### config.mk
export PLATFORM = sky130hd
export DESIGN_NAME = path_delay_probe_ctrl_flat
export DESIGN_NICKNAME = d
export VERILOG_FILES = /design/src/rtl/path_delay_probe_ctrl_if.sv /design/src/rtl/path_delay_probe_ctrl.sv /design/src/flat_wrapper.sv
export SDC_FILE = /design/constraint.sdc
export NUM_CORES = 1
export LEC_CHECK = 0
export ABC_AREA = 1
export CAP_MARGIN = 20
export CORE_ASPECT_RATIO = 1.75
export CORE_UTILIZATION = 30
export CTS_BUF_LIST = sky130_fd_sc_hd__clkbuf_8
export DETAILED_ROUTE_END_ITERATION = 10
export GPL_ROUTABILITY_DRIVEN = 1
export PLACE_DENSITY = 0.54
export SKIP_CTS_REPAIR_TIMING = 1
export SLEW_MARGIN = 20
export SYNTH_ARGS = -nofsm -noshare
export SYNTH_HDL_FRONTEND = slang
export SYNTH_SLANG_ARGS = --single-unit
### constraint.sdc
create_clock -name clk -period 4.25 [get_ports clk]
set_clock_uncertainty 0.05 [all_clocks]
set_input_delay 0.6375 -clock clk [delete_from_list [all_inputs] [get_ports clk]]
set_output_delay 0.6375 -clock clk [all_outputs]
set_load 0.01 [all_outputs]
### src/rtl/path_delay_probe_ctrl_if.sv
// Control/status bundle between the measurement register block (master)
// and path_delay_probe_ctrl (slave).
//   start, abort      : run request / cancel from the register block
//   wait_cycles       : launch-to-capture distance minus 1
//   num_trials        : trials per run
//   busy, done        : run status; done is a one-cycle end-of-run pulse
//   err_count         : saturating mismatch count of the current/last run
//   trial_count       : completed trials of the current/last run
//   last_sample       : most recent captured path value
interface path_delay_probe_ctrl_if #(
  parameter int CNT_W  = 16,
  parameter int WAIT_W = 8
);
  logic              start;
  logic              abort;
  logic [WAIT_W-1:0] wait_cycles;
  logic [CNT_W-1:0]  num_trials;
  logic              busy;
  logic              done;
  logic [CNT_W-1:0]  err_count;
  logic [CNT_W-1:0]  trial_count;
  logic              last_sample;

  modport master (
    output start, abort, wait_cycles, num_trials,
    input  busy, done, err_count, trial_count, last_sample
  );

  modport slave (
    input  start, abort, wait_cycles, num_trials,
    output busy, done, err_count, trial_count, last_sample
  );
endinterface

### src/rtl/path_delay_probe_ctrl.sv
// Sequences launch/capture timing trials on one chained delay path and
// counts capture mismatches over a programmed number of trials.
//   clk, rst_n  : single clock, asynchronous active-low reset
//   ctl         : control/status bundle (path_delay_probe_ctrl_if.slave)
//   path_input  : registered drive into the delay path (toggles per launch)
//   path_result : delay path output, asynchronous to clk
// Optional macro PATH_PROBE_SYNC_EN: path_result goes through a 2-flop
// synchronizer; the capture edge is unchanged and CAPTURE lasts 2 extra
// cycles so the compare uses the sample taken at the capture edge.
module path_delay_probe_ctrl #(
  parameter int CNT_W         = 16,
  parameter int WAIT_W        = 8,
  parameter int INVERTING     = 0,
  parameter int SETTLE_CYCLES = 4
) (
  input  logic                   clk,
  input  logic                   rst_n,
  path_delay_probe_ctrl_if.slave ctl,
  output logic                   path_input,
  input  logic                   path_result
);

  localparam int   SET_W = (SETTLE_CYCLES > 1) ? $clog2(SETTLE_CYCLES) : 1;
  localparam logic INV   = (INVERTING != 0);

  typedef enum logic [2:0] {
    S_IDLE, S_LAUNCH, S_WAIT, S_CAPTURE, S_SETTLE, S_DONE
  } state_t;

  state_t            state, state_nxt;
  logic [WAIT_W-1:0] wait_lat, wait_cnt;
  logic [CNT_W-1:0]  num_lat, err_q, trial_q;
  logic [SET_W-1:0]  settle_cnt;
  logic              cap_bit, last_q, busy;
  logic              cap_dly_done;

`ifdef PATH_PROBE_SYNC_EN
  logic       sync1, sync2;
  logic [1:0] cap_dly;

  // sync1 takes the capture-edge sample; it reaches sync2 one edge later and
  // is parked in cap_bit on the following edge, before sync2 moves on.
  always_ff @(posedge clk or negedge rst_n) begin
    if (!rst_n) begin
      sync1   <= 1'b0;
      sync2   <= 1'b0;
      cap_dly <= '0;
      cap_bit <= 1'b0;
    end else begin
      sync1 <= path_result;
      sync2 <= sync1;
      if (state == S_WAIT)
        cap_dly <= 2'd2;
      else if (state == S_CAPTURE && cap_dly != 2'd0)
        cap_dly <= cap_dly - 2'd1;
      if (state == S_CAPTURE && cap_dly == 2'd1)
        cap_bit <= sync2;
    end
  end

  assign cap_dly_done = (cap_dly == 2'd0);
`else
  always_ff @(posedge clk or negedge rst_n) begin
    if (!rst_n)
      cap_bit <= 1'b0;
    else if (state == S_WAIT && wait_cnt == '0)
      cap_bit <= path_result;
  end

  assign cap_dly_done = 1'b1;
`endif

  assign busy = (state == S_LAUNCH) || (state == S_WAIT) ||
                (state == S_CAPTURE) || (state == S_SETTLE);

  always_ff @(posedge clk or negedge rst_n) begin
    if (!rst_n) state <= S_IDLE;
    else        state <= state_nxt;
  end

  always_comb begin
    state_nxt = state;
    unique case (state)
      S_IDLE:    if (ctl.start)
                   state_nxt = (ctl.num_trials == '0) ? S_DONE : S_LAUNCH;
      S_LAUNCH:  state_nxt = S_WAIT;
      S_WAIT:    if (wait_cnt == '0) state_nxt = S_CAPTURE;
      S_CAPTURE: if (cap_dly_done) state_nxt = S_SETTLE;
      S_SETTLE:  if (settle_cnt == '0)
                   state_nxt = (trial_q == num_lat) ? S_DONE : S_LAUNCH;
      S_DONE:    state_nxt = S_IDLE;
      default:   state_nxt = S_IDLE;
    endcase
    if (ctl.abort && busy) state_nxt = S_IDLE;
  end

  // Launch and capture updates are suppressed when abort lands in the same
  // cycle, so an aborted run leaves path_input and the counters untouched.
  always_ff @(posedge clk or negedge rst_n) begin
    if (!rst_n) begin
      path_input <= 1'b0;
      wait_lat   <= '0;
      wait_cnt   <= '0;
      num_lat    <= '0;
      err_q      <= '0;
      trial_q    <= '0;
      settle_cnt <= '0;
      last_q     <= 1'b0;
    end else begin
      unique case (state)
        S_IDLE: if (ctl.start) begin
          wait_lat <= ctl.wait_cycles;
          num_lat  <= ctl.num_trials;
          err_q    <= '0;
          trial_q  <= '0;
        end
        S_LAUNCH: if (!ctl.abort) begin
          path_input <= ~path_input;
          wait_cnt   <= wait_lat;
        end
        S_WAIT: if (wait_cnt != '0) wait_cnt <= wait_cnt - WAIT_W'(1);
        S_CAPTURE: if (!ctl.abort && cap_dly_done) begin
          last_q <= cap_bit;
          if (cap_bit != (path_input ^ INV) && err_q != '1)
            err_q <= err_q + CNT_W'(1);
          trial_q    <= trial_q + CNT_W'(1);
          settle_cnt <= SET_W'(SETTLE_CYCLES - 1);
        end
        S_SETTLE: if (settle_cnt != '0) settle_cnt <= settle_cnt - SET_W'(1);
        default: ;
      endcase
    end
  end

  assign ctl.busy        = busy;
  assign ctl.done        = (state == S_DONE);
  assign ctl.err_count   = err_q;
  assign ctl.trial_count = trial_q;
  assign ctl.last_sample = last_q;

endmodule

### src/flat_wrapper.sv
// flat-port wrapper written by rule: the top's interface ports become plain ports
module path_delay_probe_ctrl_flat 
#(
  parameter int CNT_W         = 16,
  parameter int WAIT_W        = 8,
  parameter int INVERTING     = 0,
  parameter int SETTLE_CYCLES = 4
)
  (clk, rst_n, path_input, path_result, ctl_start, ctl_abort, ctl_wait_cycles, ctl_num_trials, ctl_busy, ctl_done, ctl_err_count, ctl_trial_count, ctl_last_sample);
  path_delay_probe_ctrl_if #(.CNT_W(CNT_W), .WAIT_W(WAIT_W)) ctl_i ();
  input  logic clk;
  input  logic rst_n;
  output logic path_input;
  input  logic path_result;
  input wire logic [$bits(ctl_i.start)-1:0] ctl_start;
  input wire logic [$bits(ctl_i.abort)-1:0] ctl_abort;
  input wire logic [$bits(ctl_i.wait_cycles)-1:0] ctl_wait_cycles;
  input wire logic [$bits(ctl_i.num_trials)-1:0] ctl_num_trials;
  output wire logic [$bits(ctl_i.busy)-1:0] ctl_busy;
  output wire logic [$bits(ctl_i.done)-1:0] ctl_done;
  output wire logic [$bits(ctl_i.err_count)-1:0] ctl_err_count;
  output wire logic [$bits(ctl_i.trial_count)-1:0] ctl_trial_count;
  output wire logic [$bits(ctl_i.last_sample)-1:0] ctl_last_sample;
  assign ctl_i.start = ctl_start;
  assign ctl_i.abort = ctl_abort;
  assign ctl_i.wait_cycles = ctl_wait_cycles;
  assign ctl_i.num_trials = ctl_num_trials;
  assign ctl_busy = ctl_i.busy;
  assign ctl_done = ctl_i.done;
  assign ctl_err_count = ctl_i.err_count;
  assign ctl_trial_count = ctl_i.trial_count;
  assign ctl_last_sample = ctl_i.last_sample;
  path_delay_probe_ctrl #(.CNT_W(CNT_W), .WAIT_W(WAIT_W), .INVERTING(INVERTING), .SETTLE_CYCLES(SETTLE_CYCLES)) u_core (.clk(clk), .rst_n(rst_n), .ctl(ctl_i), .path_input(path_input), .path_result(path_result));
endmodule
# [After elaboration in Yosys (flattened, before gate mapping)]
# Cells that the tools add are included.
[op_classes] add_sub_neg=4 n_eq_ne=17 muxes=19 bitwise_logic=2 reduce_logical=23
[ops] cell="$mux 16" count=4
[ops] cell="$pmux 16 s2" count=2
[ops] cell="$add 16x1->16 const B" count=2
[ops] cell="$mux 3" count=6
[ops] cell="$eq 16x16->1" count=1
[ops] cell="$logic_not 16->1" count=1
[ops] cell="$mux 8" count=2
[ops] cell="$ne 16x16->1 const B" count=1
[ops] cell="$pmux 8 s2" count=1
[ops] cell="$pmux 3 s5" count=1
[ops] cell="$ne 2x2->1 const B" count=6
[ops] cell="$reduce_and 3->1" count=4
[ops] cell="$logic_not 8->1" count=1
[ops] cell="$reduce_bool 2->1" count=4
[ops] cell="$reduce_bool 8->1" count=1
[ops] cell="$sub 8x1->8 const B" count=1
[ops] cell="$eq 3x2->1 const B" count=2
[ops] cell="$eq 3x3->1 const B" count=2
[ops] cell="$ne 3x3->1 const B" count=2
[ops] cell="$reduce_and 2->1" count=3
[ops] cell="$mux 2" count=2
[ops] cell="$pmux 2 s2" count=1
[ops] cell="$reduce_and 4->1" count=1
[ops] cell="$eq 3x1->1 const B" count=1
[ops] cell="other kinds (8)" count=13
[totals] register_bits=72 input_bits=29 elab_cells=75

# [Longest topological paths before layout]
# Gate-level depths: netlist (run 1).
[logic_depth] depth_word=7 ltp_mapped=12 ltp_nobuf=12

# [Worst setup path after synthesis (run 1)]
# No wires, ideal clock.
[synth_path] path_type="flip-flop to output port" startpoint="register u_core.state[2]" endpoint="output port ctl_busy" arrival_time_ps=1020 t_required_ps=3562 slack_ps=2542 stages_incl_launch_ff=5 path_buffers=1 path_cell_list="dfrtp_1 nor3_4 inv_2 buf_2 nand3_1"
[synth_via] elab_chain_len=4
[synth_lines] item="from (decl)" line_no="path_delay_probe_ctrl.sv:30" text="state_t state, state_nxt;"
[synth_lines] item="from (signal assigned)" line_no="path_delay_probe_ctrl.sv:78" text="else state <= state_nxt;"
[synth_lines] item="$eq 3x1->1 or $eq 3x2->1 (tied branches)" line_no="path_delay_probe_ctrl.sv:73" text="assign busy = (state == S_LAUNCH) || (state == S_WAIT) ||"
[synth_lines] item="$logic_or 1x1->1 (2 in series)" line_no="path_delay_probe_ctrl.sv:73"
[synth_lines] item="$logic_or 1x1->1 (*)" line_no="path_delay_probe_ctrl.sv:74" text="(state == S_CAPTURE) || (state == S_SETTLE);"
[synth_lines] item="to (decl)" line_no="flat_wrapper.sv:19" text="output wire logic [$bits(ctl_i.busy)-1:0] ctl_busy;"
# Mark *: on every way between the ends. The rest lies on a longest branch, timed or not.

# [Final worst setup path (run 1)]
# Same ends and word-level chain as after synthesis.

==> reports/metrics.cfg, run 1 <==
[global_routing]
first_global_vias = 3627
global_route.overflow_total = 0
grt_antenna_before_repair = 0
grtUsageTotal = 0.154
grt_pass1_wl_um = 17200
grt_start_max_net_pins = 50

[sta]
slew_violations = 0
setup_violations = 0
fmax_mhz = 340
finalWorstPathRequiredPeriod_ps = 2940
count_of_endpoints_failing_hold_in_the_final_timing_report = 0
timing.slew.headroom = 0.501
fin_tns_setup_ps = 0
grt_setup_unrepaired = false
slew_worst_pin_ps = 748
final.period_utilization = 0.692

[final_layout]
layout.nets = 638
post_route_cells_drive_above_1_share = 0.0640
n_antenna_cell = 0
syn2layout_area_growth_pct = 25.6
fin_area_mm2 = 0.00511
most_common_cell_after_layout_fill_and_taps_aside = sky130_fd_sc_hd__nand2_1
fillers = 1407
layout_common_cells = sky130_fd_sc_hd__nand2_1, sky130_fd_sc_hd__dfrtp_1, sky130_fd_sc_hd__inv_1

[clocking]
clkSinkCount = 72
htree_num_levels = 3
clock_tree.root_cell = sky130_fd_sc_hd__clkbuf_8
cts_max_path_buffers = 2
clk_pin_slew_ps = 80
cts_buffers = 9
tritoncts = yes
clk_latency_ps = 350

[critical_path]
path_max_fanout = 12
critical_path_class = register to output pin
arrival_ps = 2250
worstSetupStartpointType = register
timing.critical_path.to_type = output pin
critical_path_rt_ps = 3560

[place]
gpl.final_weighted_congestion = 0.838
count_of_input_and_output_buffers = 64
place.detailed.hpwl_um = 7700
placement.cell_area_mm2 = 0.00486

[synth]
yosysWarnings = 0
avgSynthCellArea_um2 = 7.54
synth-adder-area-share = 0.0154
synth-seq-cells = 72
postSynthNetCount = 574
largest_family_of_logic_cells_by_synthesized_area = simple AND/OR/NAND/NOR gates
netlist_instances = 540
synth_sequential_area_ratio = 0.443
netlist-cell-type-count = 36
synth_simple_gate_area_frac = 0.290
syn_area_mm2 = 0.00407
synth_xor_area_frac = 0.0387
synth_compound_area_frac = 0.0938
synth.area.mux_share = 0.0304

[floorplan]
core_mm2 = 0.0133
dieWidth_um = 90.0
die_area_mm2 = 0.0141
initial_core_util = 0.306
rows = 56
top_level_ports = 65
die_height_um = 156

[routing]
detailroute.via_count = 3621
detail-route-antenna-nets = 0
drc = 0
detail_route.wl_per_cell_um = 13.0
drt_first_pass_iters = 5
totalWireLength_um = 10200
detail_routed_via_count_per_cell = 4.62
dr.first_iter.drc_count = 176

[worst_hold_path]
worst_hold_path_type = input pin to async pin

[power]
p_per_area_mw_per_mm2 = 517
irDropWorstVdd_uv = 242
power.leakage_nw = 2.32

[status]
run_status = complete, no violations

[job]
max_cap_viol_count = 0

synth_stat cells:
master                     number  area (um^2)
sky130_fd_sc_hd__a22o_1         1         8.76
sky130_fd_sc_hd__xor2_1        11         96.3
sky130_fd_sc_hd__a21oi_1       12         60.1
sky130_fd_sc_hd__a31oi_1        2         12.5
sky130_fd_sc_hd__buf_2          7         35.0
sky130_fd_sc_hd__nor2_1        55          206
sky130_fd_sc_hd__nand3_2        1         10.0
sky130_fd_sc_hd__ha_1           5         62.6
sky130_fd_sc_hd__nand3b_1       1         7.51
sky130_fd_sc_hd__inv_1         66          248
sky130_fd_sc_hd__nand2_2        1         6.26
sky130_fd_sc_hd__nand2_1      153          574
sky130_fd_sc_hd__o31ai_1        1         7.51
sky130_fd_sc_hd__inv_2          9         33.8
sky130_fd_sc_hd__nand2_4        1         11.3
sky130_fd_sc_hd__a31o_2         1         8.76
sky130_fd_sc_hd__nor3_2         2         20.0
sky130_fd_sc_hd__or2_2          3         18.8
sky130_fd_sc_hd__buf_4          2         15.0
sky130_fd_sc_hd__nor4_1         1         6.26
sky130_fd_sc_hd__nor3_1         5         25.0
sky130_fd_sc_hd__nor3b_1        1         7.51
sky130_fd_sc_hd__buf_6          2         22.5
sky130_fd_sc_hd__o21ai_1       23          115
sky130_fd_sc_hd__dfrtp_1       72         1800
sky130_fd_sc_hd__nand3_1       34          170
sky130_fd_sc_hd__o22ai_1        3         18.8
sky130_fd_sc_hd__o21ai_0       24          120
sky130_fd_sc_hd__mux2_1        11          124
sky130_fd_sc_hd__o211ai_1       3         22.5
sky130_fd_sc_hd__nor2_2         1         6.26
sky130_fd_sc_hd__nor3_4         1         16.3
sky130_fd_sc_hd__o21bai_1       1         7.51
sky130_fd_sc_hd__clkbuf_1       2         7.51
sky130_fd_sc_hd__nand4_1       15         93.8
sky130_fd_sc_hd__xnor2_1        7         61.3
through the flow:
step	utilization	total power [W]	std cells	hold WS [ps]	setup slack [ps]
final	0.384	0.00264	783	289	1310
after global routing	0.384	0.00286	783	343	1120
after CTS	0.384	0.00267	783	309	1260
after detailed placement	0.365	0.00198	767	434	1650
after global placement	0.365	0.00194	767	423	1680
after floorplan	-	0.00173	540	292	2540
sequential cells by signal (all words and copies together), names as in the netlist:
name and count:
u_core.ctl.err_count 16, u_core.wait_cnt 8, u_core.ctl.trial_count 16, u_core.path_input 1, u_core.cap_bit 1, u_core.wait_lat 8
u_core.num_lat 16, u_core.settle_cnt 2, u_core.ctl.last_sample 1, u_core.state 3
metal layers:
metal | wire (um) | GRT usage | vias up
met5 | 0 | 0 | -
met4 | 189 | 0.0645 | 0
met3 | 221 | 0.0268 | 16
met2 | 5590 | 0.294 | 64
met1 | 4190 | 0.165 | 1682
li1 | - | - | 1859
area by class of cell:
type	instances	area, um^2	share of cell area
multi-input cells	380	1910	0.373
flip-flops and latches	72	1800	0.353
repair buffers	66	651	0.127
inverters	75	282	0.0551
well taps	174	218	0.0426
clock buffers	11	151	0.0296
clock inverters	5	103	0.0201
final timing paths:
check	start	endpoint	slack, ps	cells past startpoint
setup / recovery	u_core.state[2]	ctl_busy	1310	4
hold / removal	rst_n	u_core.ctl.err_count[9]	290	1
setup reg to reg	u_core.state[2]	u_core.ctl.trial_count[10]	2060	6
hold reg to reg	u_core.wait_lat[2]	u_core.wait_lat[2]	450	1
max in group asynchronous	rst_n	u_core.ctl.trial_count[4]	2840	2
min in group clk	u_core.wait_lat[2]	u_core.wait_lat[2]	450	1
worst max-delay path: stages (launching register included):
cell	delay (ps)
sky130_fd_sc_hd__dfrtp_1	440
sky130_fd_sc_hd__nor3_4	530
sky130_fd_sc_hd__inv_2	220
sky130_fd_sc_hd__nand3_1	170
sky130_fd_sc_hd__clkdlybuf4s50_1	550
power breakdown:
part / leakage [nW] / switching [W] / internal, W / total [W]
Clock: 0.126 / 0.000267 / 0.000421 / 0.000688
Combinational: 1.27 / 0.000588 / 0.000361 / 0.000949
Sequential: 0.926 / 0.000129 / 0.000877 / 0.00101
Total: 2.32 / 0.000984 / 0.00166 / 0.00264
cell families (layout without fill, tap and decap cells):
group                      after synthesis  after routing
AOI/OAI and AO/OA                       71             71
buffers and inverters                   88            157
DFF                                     72             72
and+or+nand+nor                        275            275
xor gates and xnor gates                18             18
muxes                                   11             11
adders and majority gates                5              5
Power figures use the tool's default switching activity.
==> inputs of run 2 (changes only) <==
--- a/config.mk
+++ b/config.mk
@@ -12,7 +12,7 @@
 export CTS_BUF_LIST = sky130_fd_sc_hd__clkbuf_8
 export DETAILED_ROUTE_END_ITERATION = 10
 export GPL_ROUTABILITY_DRIVEN = 1
-export PLACE_DENSITY = 0.54
+export PLACE_DENSITY = 0.56
 export SKIP_CTS_REPAIR_TIMING = 1
 export SLEW_MARGIN = 20
 export SYNTH_ARGS = -nofsm -noshare
==> constraint.sdc (replaced) <==
create_clock -name clk -period 2.45 [get_ports clk]
set_clock_uncertainty 0.05 [all_clocks]
set_input_delay 0.3675 -clock clk [delete_from_list [all_inputs] [get_ports clk]]
set_output_delay 0.3675 -clock clk [all_outputs]
set_load 0.01 [all_outputs]
==> reports/metrics.cfg, run 2 (same netlist as run 1, synthesis figures left out) <==
[status]
run_status = finished with violations
violations = DRC, hold timing

[routing]
drc = 1
drt_first_pass_iters = 7
totalWireLength_um = 10000
dr.first_iter.drc_count = 158
detail-route-antenna-nets = 0
detail_routed_via_count_per_cell = 4.65
detailroute.via_count = 3655
detail_route.wl_per_cell_um = 12.7

[final_layout]
layout_common_cells = sky130_fd_sc_hd__nand2_1, sky130_fd_sc_hd__dfrtp_1, sky130_fd_sc_hd__inv_1
n_antenna_cell = 0
most_common_cell_after_layout_fill_and_taps_aside = sky130_fd_sc_hd__nand2_1
fillers = 1401
layout.nets = 641
post_route_cells_drive_above_1_share = 0.0703
syn2layout_area_growth_pct = 26.8

[global_routing]
grt_start_max_net_pins = 73
grt_antenna_before_repair = 0
grtUsageTotal = 0.148
grt_pass1_wl_um = 16500
global_route.overflow_total = 0
first_global_vias = 3571

[floorplan]
rows = 56
dieWidth_um = 90.0
die_area_mm2 = 0.0141
core_mm2 = 0.0133
die_height_um = 156
top_level_ports = 65
initial_core_util = 0.306

[critical_path]
timing.critical_path.to_type = output pin
critical_path_rt_ps = 2030
arrival_ps = 1930
path_max_fanout = 5
worstSetupStartpointType = register
critical_path_class = register to output pin

[clocking]
cts_max_path_buffers = 2
clkSinkCount = 72
clock_tree.root_cell = sky130_fd_sc_hd__clkbuf_8
clk_latency_ps = 350
cts_buffers = 9
clk_pin_slew_ps = 80
htree_num_levels = 3
tritoncts = yes

[sta]
timing.slew.headroom = 0.620
finalWorstPathRequiredPeriod_ps = 2340
fmax_mhz = 427
slew_violations = 0
setup_violations = 0
final.period_utilization = 0.957
final.hold.worst_slack_ps = -41.7
count_of_endpoints_failing_hold_in_the_final_timing_report = 13
slew_worst_pin_ps = 565

[power]
p_per_area_mw_per_mm2 = 899
irDropWorstVdd_uv = 334
power.total_w = 0.00464
power.leakage_nw = 2.34

[job]
max_cap_viol_count = 0

[worst_hold_path]
worst_hold_path_type = input pin to async pin

[place]
gpl.final_weighted_congestion = 0.821
place.detailed.hpwl_um = 7520
count_of_input_and_output_buffers = 64

[run 2: cell type report]
| cell class | count | area (um^2) | share of cell area |
|---|---|---|---|
| clock buffers | 11 | 151 | 0.0293 |
| clock inverters | 5 | 103 | 0.0199 |
| repair buffers | 69 | 686 | 0.133 |
| multi-input cells | 380 | 1920 | 0.372 |
| well taps | 174 | 218 | 0.0422 |
| flip-flops and latches | 72 | 1800 | 0.349 |
| inverters | 75 | 282 | 0.0545 |
[run 2: stage by stage]
step | cells | cell area (um^2) | util | setup WS (ps) | setup TNS (ps)
2_1_floorplan | 540 | 4070 | - | 796 | 0
3_5_place_dp | 769 | 4880 | 0.367 | 372 | 0
4_1_cts | 785 | 5140 | 0.386 | -21.8 | -21.8
3_3_place_gp | 769 | 4880 | 0.367 | 435 | 0
6_report | 786 | 5160 | 0.388 | 106 | 0
5_1_grt | 786 | 5160 | 0.388 | -10.2 | -10.2
[run 2: final timing paths]
check | slack, ps | depth (start not counted) | startpoint | end
setup / recovery | 110 | 6 | u_core.state[0] | ctl_busy
hold / removal | -40 | 2 | rst_n | u_core.ctl.err_count[6]
setup reg to reg | 470 | 9 | u_core.state[2] | u_core.wait_cnt[7]
hold reg to reg | 440 | 1 | u_core.wait_lat[3] | u_core.wait_lat[3]
max in group asynchronous | 2020 | 2 | rst_n | u_core.wait_lat[4]
min in group clk | 440 | 1 | u_core.wait_lat[3] | u_core.wait_lat[3]
[run 2: where the power goes]
group          leakage [nW]  total [W]  switching [W]  internal (W)
clock network         0.126    0.00120       0.000465      0.000731
logic                  1.29    0.00170        0.00105      0.000654
registers             0.926    0.00174       0.000221       0.00152
[run 2: metal layers]
| metal | vias to the layer above | wire [um] | GRT usage |
|---|---|---|---|
| li1 | 1860 | - | - |
| met1 | 1715 | 4180 | 0.156 |
| met2 | 69 | 5450 | 0.283 |
| met3 | 11 | 230 | 0.0219 |
| met4 | 0 | 167 | 0.0707 |
| met5 | - | 0 | 0 |
[run 2: worst max-delay path, cell delays in order, from the launching register on]
cell,delay [ps]
sky130_fd_sc_hd__dfrtp_1,400
sky130_fd_sc_hd__inv_2,140
sky130_fd_sc_hd__nand2_1,150
sky130_fd_sc_hd__nor2_4,160
sky130_fd_sc_hd__inv_1,80
sky130_fd_sc_hd__nand3_1,120
sky130_fd_sc_hd__clkdlybuf4s50_1,540
==> inputs of run 3 (changes only) <==
--- a/config.mk
+++ b/config.mk
@@ -6,7 +6,6 @@
 export NUM_CORES = 1
 export LEC_CHECK = 0
 export ABC_AREA = 1
-export CAP_MARGIN = 20
 export CORE_ASPECT_RATIO = 1.75
 export CORE_UTILIZATION = 30
 export CTS_BUF_LIST = sky130_fd_sc_hd__clkbuf_8
==> results of run 3 <==
The final DEF is identical to that of run 2; final timing and power are the same.
